### src/rtl/io_pkg.sv
// -----------------------------------------------------------------------------
// io_pkg
//   Shared definitions for the pin I/O monitoring path.
//   - State encoding for the edge monitor FSM.
//   - Helper producing the all-ones "no pulse yet" sentinel for a counter width.
// -----------------------------------------------------------------------------
package io_pkg;

  // Monitor FSM state encoding.
  localparam logic STATE_IDLE   = 1'b0;
  localparam logic STATE_ACTIVE = 1'b1;

  // All-ones value for a counter of width cw (cw up to 64). Callers cast the
  // result to their own width.
  function automatic logic [63:0] min_sentinel(input int unsigned cw);
    if (cw >= 64) begin
      return {64{1'b1}};
    end
    return (64'd1 << cw) - 64'd1;
  endfunction

endpackage : io_pkg

### src/rtl/sat_counter.sv
// -----------------------------------------------------------------------------
// sat_counter
//   CW-bit up counter that sticks at all-ones instead of wrapping.
//   clr zeroes the count; clr together with inc restarts the count at 1, which
//   lets a length counter count the current cycle when a new run begins.
//
// Ports:
//   clk    in   system clock
//   rst    in   synchronous active-high reset, count -> 0
//   clr    in   zero the count (restart at 1 if inc is also set)
//   inc    in   add one, unless already saturated
//   count  out  CW-bit count value
// -----------------------------------------------------------------------------
module sat_counter #(
  parameter int CW = 32
) (
  input  logic          clk,
  input  logic          rst,
  input  logic          clr,
  input  logic          inc,
  output logic [CW-1:0] count
);

  // NOTE: sequential state is written only with non-blocking assignments so
  // every flop samples pre-edge values regardless of process ordering.
  always_ff @(posedge clk) begin
    if (rst) begin
      count <= '0;
    end else if (clr) begin
      count <= inc ? CW'(1) : '0;
    end else if (inc && (count != '1)) begin
      count <= count + CW'(1);
    end
  end

endmodule : sat_counter

### src/rtl/io_edge_monitor.sv
// -----------------------------------------------------------------------------
// io_edge_monitor
//   Activity monitor for one synchronized pin level. Between software start and
//   stop pulses it counts rising/falling edges, high/low cycles, and tracks the
//   shortest and longest complete high pulse. Statistics accumulate across
//   monitoring windows until clear or reset.
//
// Ports:
//   clk          in   system clock
//   rst          in   synchronous active-high reset
//   in           in   synchronized pin level (already double-flopped upstream)
//   start        in   single-cycle pulse, begin monitoring
//   stop         in   single-cycle pulse, end monitoring (wins over start)
//   clear        in   single-cycle pulse, zero all statistics, state kept
//   active       out  1 while monitoring
//   rise_count   out  rising edges seen while active
//   fall_count   out  falling edges seen while active
//   high_cycles  out  active cycles with in==1
//   low_cycles   out  active cycles with in==0
//   min_pulse    out  shortest complete high pulse, all-ones if none
//   max_pulse    out  longest complete high pulse, 0 if none
// All counters saturate at all-ones.
// -----------------------------------------------------------------------------
module io_edge_monitor
  import io_pkg::*;
#(
  parameter int CW = 32
) (
  input  logic          clk,
  input  logic          rst,
  input  logic          in,
  input  logic          start,
  input  logic          stop,
  input  logic          clear,
  output logic          active,
  output logic [CW-1:0] rise_count,
  output logic [CW-1:0] fall_count,
  output logic [CW-1:0] high_cycles,
  output logic [CW-1:0] low_cycles,
  output logic [CW-1:0] min_pulse,
  output logic [CW-1:0] max_pulse
);

  localparam logic [CW-1:0] MIN_SENT = CW'(min_sentinel(CW));

  logic          state;
  logic          state_next;
  logic          prev;
  logic          rise;
  logic          fall;
  logic          count_en;
  logic          pulse_valid;
  logic [CW-1:0] pulse_len;

  // ---------------------------------------------------------------------------
  // Edge detection
  // ---------------------------------------------------------------------------
  // NOTE: prev deliberately has no reset branch; it tracks in even while rst
  // is high, so the first cycle after reset never sees a false edge.
  always_ff @(posedge clk) begin
    prev <= in;
  end

  assign rise = in & ~prev;
  assign fall = ~in & prev;

  // ---------------------------------------------------------------------------
  // FSM: state register / next state / outputs
  // ---------------------------------------------------------------------------
  always_ff @(posedge clk) begin
    if (rst) begin
      state <= STATE_IDLE;
    end else begin
      state <= state_next;
    end
  end

  // clear outranks stop/start and leaves the state alone; stop beats start.
  // NOTE: state_next gets a default before any branch so no latch is inferred.
  always_comb begin
    state_next = state;
    if (!clear) begin
      if (state == STATE_IDLE) begin
        if (start && !stop) begin
          state_next = STATE_ACTIVE;
        end
      end else if (stop) begin
        state_next = STATE_IDLE;
      end
    end
  end

  always_comb begin
    active = (state == STATE_ACTIVE);
  end

  // A cycle is measured when the FSM is already active at the edge; the clear
  // cycle's sample is dropped.
  assign count_en = (state == STATE_ACTIVE) && !clear;

  // ---------------------------------------------------------------------------
  // Event counters
  // ---------------------------------------------------------------------------
  sat_counter #(.CW(CW)) u_rise_cnt (
    .clk   (clk),
    .rst   (rst),
    .clr   (clear),
    .inc   (count_en && rise),
    .count (rise_count)
  );

  sat_counter #(.CW(CW)) u_fall_cnt (
    .clk   (clk),
    .rst   (rst),
    .clr   (clear),
    .inc   (count_en && fall),
    .count (fall_count)
  );

  sat_counter #(.CW(CW)) u_high_cnt (
    .clk   (clk),
    .rst   (rst),
    .clr   (clear),
    .inc   (count_en && in),
    .count (high_cycles)
  );

  sat_counter #(.CW(CW)) u_low_cnt (
    .clk   (clk),
    .rst   (rst),
    .clr   (clear),
    .inc   (count_en && !in),
    .count (low_cycles)
  );

  // ---------------------------------------------------------------------------
  // High-pulse measurement
  // ---------------------------------------------------------------------------
  // A rise restarts the length at 1 (clr+inc); each further high cycle of a
  // tracked pulse adds one. The length is only meaningful while pulse_valid.
  sat_counter #(.CW(CW)) u_pulse_len (
    .clk   (clk),
    .rst   (rst),
    .clr   (clear || (count_en && rise)),
    .inc   (count_en && (rise || (pulse_valid && in))),
    .count (pulse_len)
  );

  // Only pulses whose rise was seen inside a window are tracked; stop drops
  // any pulse still in flight.
  always_ff @(posedge clk) begin
    if (rst || clear) begin
      pulse_valid <= 1'b0;
    end else if (count_en) begin
      if (stop) begin
        pulse_valid <= 1'b0;
      end else if (rise) begin
        pulse_valid <= 1'b1;
      end else if (fall) begin
        pulse_valid <= 1'b0;
      end
    end
  end

  // A fall on a tracked pulse completes it; pulse_len holds its high length.
  always_ff @(posedge clk) begin
    if (rst || clear) begin
      min_pulse <= MIN_SENT;
      max_pulse <= '0;
    end else if (count_en && fall && pulse_valid) begin
      if (pulse_len < min_pulse) begin
        min_pulse <= pulse_len;
      end
      if (pulse_len > max_pulse) begin
        max_pulse <= pulse_len;
      end
    end
  end

endmodule : io_edge_monitor
### config.mk
export PLATFORM = sky130hd
export DESIGN_NAME = io_edge_monitor
export DESIGN_NICKNAME = d
export VERILOG_FILES = /design/src/rtl/io_pkg.sv /design/src/rtl/sat_counter.sv /design/src/rtl/io_edge_monitor.sv
export SDC_FILE = /design/constraint.sdc
export NUM_CORES = 1
export LEC_CHECK = 0
export ABC_AREA = 1
export BUFFER_PORTS_ARGS = -buffer_cell sky130_fd_sc_hd__buf_2
export CAP_MARGIN = 10
export CORE_ASPECT_RATIO = 1.1
export CORE_MARGIN = 4
export CORE_UTILIZATION = 58
export CTS_CLUSTER_DIAMETER = 200
export CTS_CLUSTER_SIZE = 16
export DETAILED_ROUTE_END_ITERATION = 8
export GPL_TIMING_DRIVEN = 1
export PLACE_DENSITY_LB_ADDON = 0.12
export SYNTH_ARGS = -nofsm -noshare
export SYNTH_HDL_FRONTEND = slang
export SYNTH_SLANG_ARGS = --single-unit
### constraint.sdc
create_clock -name clk -period 2.24 [get_ports clk]
set_input_delay 0.112 -clock clk [delete_from_list [all_inputs] [get_ports clk]]
set_output_delay 0.112 -clock clk [all_outputs]
set_load 0.005 [all_outputs]
# Word level (Yosys, flattened, before mapping)
# Cells that the tools add are included.
[word_totals]
regBits = 227
output_inout_bits = 193
mem_count = 0
romBits = 0
latchBits = 0
input_bits = 6
ramBits = 0
elab_cells = 76
[op_classes]
n_lt_le_gt_ge = 2
n_mul = 0
eq_ne = 5
n_bitwise = 4
reduce_logical = 29
mux = 21
shift = 0
addsub = 5
div_mod_pow = 0
[op_table]
columns = ["operator", "count"]
rows = [
  ["$mux 32", 10],
  ["$add 32x1->32 const B", 5],
  ["$ne 32x32->1 const B", 5],
  ["$gt 32x32->1", 1],
  ["$lt 32x32->1", 1],
  ["$logic_and 1x1->1", 14],
  ["$mux 1", 11],
  ["$reduce_bool 2->1", 5],
  ["$reduce_and 2->1", 3],
  ["$logic_not 1->1", 3],
  ["$logic_or 1x1->1", 3],
  ["$reduce_bool 3->1", 1],
  ["$and 1x1->1", 2],
  ["$not 1->1", 2],
]

# Depth between registers and ports, before layout
[depth]
word_depth = 7
ltp_mapped = 17
ltp_nobuf = 16

# By module
# From an unflattened synthesis, not the netlist that was laid out.
[unflattened]
hier_cells = 2585
area_unflattened_um2 = 15885.2
[modules_own_cells]
columns = ["mod", "area_each_um2", "cells_each", "seq_area_each_um2", "n_inst"]
rows = [
  ["sat_counter", 2273.4, 387, 640.6, 5],
  ["io_edge_monitor", 4518.1, 650, 1341.3, 1],
]

# Worst setup path before layout
# Ideal clock, no wire load.
[synth_path]
path_type = "register to register"
start = "register max_pulse[23]"
end = "register max_pulse[23]"
path_stages_with_launch = 13
period_less_slack_ps = 1871
path_buffers = 1
t_arrival_ps = 1756
setup_slack_ps = 369
setup_time_ps = 115
required_time_ps = 2125
cell_sequence = "dfxtp_1 inv_1 ha_1 nand2_1 nor2_1 nand4_1 nor2_1 nand2_1 nand2_1 clkbuf_1 nand3_1 nand2_1 nor2_1"
[synth_between]
elab_chain_cells = 2
[synth_rtl]
columns = ["element", "line_no", "text"]
rows = [
  ["start, declared", "io_edge_monitor.sv:41", "output logic [CW-1:0] max_pulse"],
  ["start signal, assigned", "io_edge_monitor.sv:175", "max_pulse <= pulse_len;"],
  ["$gt 32x32->1", "io_edge_monitor.sv:174", "if (pulse_len > max_pulse) begin"],
  ["$reduce_and 2->1 (no source line)", "--", ""],
]
# No other way between the ends.
# A chain may end at the register's enable or synchronous reset.

# Worst setup path after layout
[layout_path]
start = "register state (netlist: active)"
end = "register u_pulse_len.count[5]"
[layout_between]
elab_chain_cells = 4
elab_cells_between_ends = 7
classes_between = "mux (1); reduce/logical (6)"
[layout_rtl]
columns = ["element", "line_no", "text"]
rows = [
  ["start, declared", "io_edge_monitor.sv:46", "logic state;"],
  ["start signal, assigned", "io_edge_monitor.sv:74", "state <= state_next;"],
  ["$logic_and 1x1->1 *", "io_edge_monitor.sv:99", "assign count_en = (state == STATE_ACTIVE) && !clear;"],
  ["$logic_and 1x1->1 (on tied branches)", "io_edge_monitor.sv:144, io_edge_monitor.sv:145", ""],
  ["$logic_or 1x1->1 / $logic_and 1x1->1 (equally long branches)", "io_edge_monitor.sv:144, sat_counter.sv:31", ""],
  ["$mux 32 / $reduce_bool 2->1 (equally long branches)", "--", ""],
  ["end signal, assigned", "sat_counter.sv:30", "count <= inc ? CW'(1) : '0;"],
  ["end signal, assigned", "sat_counter.sv:32", "count <= count + CW'(1);"],
  ["end, declared", "sat_counter.sv:21", "output logic [CW-1:0] count"],
]
# Mark *: on every way between the ends. The rest lies on a longest branch, timed or not.

==> metrics.cfg <==
[status]
status = finished clean

[die]
die-area_um2 = 25600
ios = 199
rows = 58
die_h_um = 167
core-area_um2 = 22800
die_w_um = 153
initial_utilization = 0.588

[logic_synthesis]
syn-instance-count = 2084
synth_top_cell_by_area = dfxtp_1
synthDistinctLibCells = 44
yosys.area_share.adder = 0.0635
syn-num-nets = 2158
synth-simple-area-share = 0.382
ys.flop_type = dfxtp_1
synth_area_um2 = 13400
ys_warn_count = 0
muxShareOfSynthArea = 0
synthTopCellsByArea = dfxtp_1 (34%), nand2_1 (14%), nor2_1 (8.2%)
synth_seq_cells = 227
synth_enable_flop_cells = 0
async_flop_share = 0
synth-compound-area-share = 0.0987
synth_top_area_share = 0.339
synth_area_per_cell_um2 = 6.42
synth_top_family_by_area = simple AND/OR/NAND/NOR gates
ys_seq_area_frac = 0.339
synth_xor_area_frac = 0.00785

[layout]
layout.nets = 2363
fin_util = 0.674
drive_gt1_frac = 0.145
syn_to_final_growth_pct = 14.7
instances_no_fill = 2590
final_cell_mix = nand2_1 (499), nor2_1 (290), inv_1 (275)
layout_commonest_cell = nand2_1

[critical_path]
worstSetupStartpointType = flip-flop
rr_worst_depth = 8
r2r-start = active
cp.required_ns = 2.62
crit_fanout = 14
worstPathArrival_ns = 2.46
rrSetupSlack_ns = 0.16
r2r_end = u_pulse_len.count[5]
worstSetupPathType = reg2reg
cp-end-kind = flip-flop

[clock_tree]
htree_levels = 1
numCtsBuffers = 18
cts_max_path_buffers = 3
postCtsSetupBuffers = 0
clockRootBuffer = clkbuf_16
clock_sinks = 227
clk_pin_slew_ns = 0.07
clock_latency_ns = 0.49
cts_tree = done

[pwr]
power.share.switching = 0.227
max-vdd-ir-drop_mv = 0.584
p_per_area_nw_per_um2 = 472
leakage_nw = 6.85
internal-power_mw = 5.61
switchingPower_mw = 1.65
pwr-share-comb = 0.031
pwr-share-clk = 0.412
p_seq_frac = 0.557

[sta]
fin_crit_ns = 2.08
fmax_ghz = 0.481
hold_slack_ns = 0.0294
rsz0062_at_grt = yes
worst_pin_slew_ns = 0.919
setup_viol = 0
skew_ns = 0.0179
relSlewSlack = 0.387
finalCritPeriodShare = 0.928
finalHoldViolations = 0
maxSlewViolCount = 0

[global_routing]
grt-ovfl-total = 0
grtUsageTotal = 0.279
grt_pass1_vias = 13000
grt_max_degree = 161
grt_pass1_wl_um = 61600
antenna_found_initial = 2

[hold_path]
hold_path_depth = 4
hold_start = stop
hold_end = pulse_valid
hp-class = in2reg

[route]
dr.pass1.iters = 5
routed-via-count = 14000
wl_per_cell_um = 14.4
antenna_left = 0
avgViaCountPerCell = 5.41
initialDrtViolationCount = 876
drc_errors = 0
wirelength_um = 37400

[placement]
io_buffers = 198
dp.cells = 2566
dp_hpwl_um = 27600
place.gp.congestion = 0.918

[job]
cap_violations = 0

## what timing repair did
item | 4_1_cts | 5_1_grt
endpoints found under the hold margin | 2 | 0
setup endpoints to repair | 0 | 46
hold buffers | 3 | 0
resized for setup | 0 | 4
## per-layer routing
layer,wire [um],up-vias,track usage
met5,8,-,0
met4,1140,2,0.0868
met3,2330,87,0.0507
met2,18600,410,0.507
met1,15200,6406,0.333
li1,-,7117,-
## cells in the mapped netlist, types with 4 or more instances
library cell,n
nor3_1,74
dfxtp_1,227
buf_4,7
ha_1,68
a21oi_1,165
a31oi_1,6
nand2_2,10
nand2_1,501
nand3_1,198
nor4_1,5
clkbuf_1,28
buf_6,13
nor2_1,291
nand3_2,4
xor2_1,11
buf_2,11
nand4_1,49
nor2_4,5
inv_1,275
o21ai_0,69
nor2_2,19
inv_2,11
nor3_2,5
## registers in the layout (all words and copies together) (netlist names)
signal / flops
max_pulse: 32
u_fall_cnt.count: 32
min_pulse: 32
u_rise_cnt.count: 32
u_pulse_len.count: 32
u_low_cnt.count: 32
active: 1
prev: 1
pulse_valid: 1
u_high_cnt.count: 32
## cell families (layout without fill, tap and decap cells)
kind of cell,Yosys count,count (layout)
buffers and inverters,349,554
and+or+nand+nor,1174,1174
adders and majority gates,68,68
xor gates and xnor gates,12,12
AOI/OAI and AO/OA,254,254
other,0,1
DFF,227,227
## power groups by stage
| stage | sequential [mW] | combinational, mW | clock, mW |
|---|---|---|---|
| 4_1_cts | 4.04 | 0.226 | 3.05 |
| 2_1_floorplan | 4.13 | 0.155 | 0 |
| 6_report | 4.04 | 0.227 | 2.99 |
| 5_1_grt | 4.04 | 0.248 | 3.20 |
| 3_5_place_dp | 4.13 | 0.221 | 0 |
| 3_3_place_gp | 4.13 | 0.218 | 0 |
## worst max-delay path by stage
stage | start | end | slack, ns
CTS | min_pulse[5] | min_pulse[4] | 0.13
global route | active | u_pulse_len.count[5] | -0.009
finish | active | u_pulse_len.count[5] | 0.16
floorplan | max_pulse[23] | max_pulse[23] | 0.37
global placement | u_pulse_len.count[2] | min_pulse[5] | 0.18
detailed placement | u_pulse_len.count[29] | min_pulse[4] | 0.13
## cell type report
| cell class | instances | area [um^2] |
|---|---|---|
| fill | 2111 | 7430 |
| timing repair buffer | 245 | 1430 |
| tap | 300 | 375 |
| multi-input combinational | 1508 | 7420 |
| clock inverter | 1 | 16.3 |
| antenna | 1 | 2.50 |
| clock buffer | 19 | 475 |
| sequential | 227 | 4550 |
| inverter | 289 | 1090 |
## per-stage QoR
step                worst slack (ns)   TNS, ns  area, um^2  total power, mW
floorplan                      0.369         0       13400             4.29
finish                         0.161         0       15400             7.25
CTS                            0.125         0       15300             7.32
global route                -0.00936  -0.00936       15400             7.49
global placement               0.175         0       14800             4.35
detailed placement             0.126         0       14800             4.36
## worst max-delay path, cell delays in order (launching register included)
cell and delay, ns:
dfxtp_1 0.43, nand2_4 0.09, inv_2 0.05, nand2_2 0.07
a21oi_1 0.26, a21boi_2 0.63, nand2_1 0.15, o21ai_0 0.22
a21oi_1 0.07
Note: power is estimated with default switching activity, not from simulation.
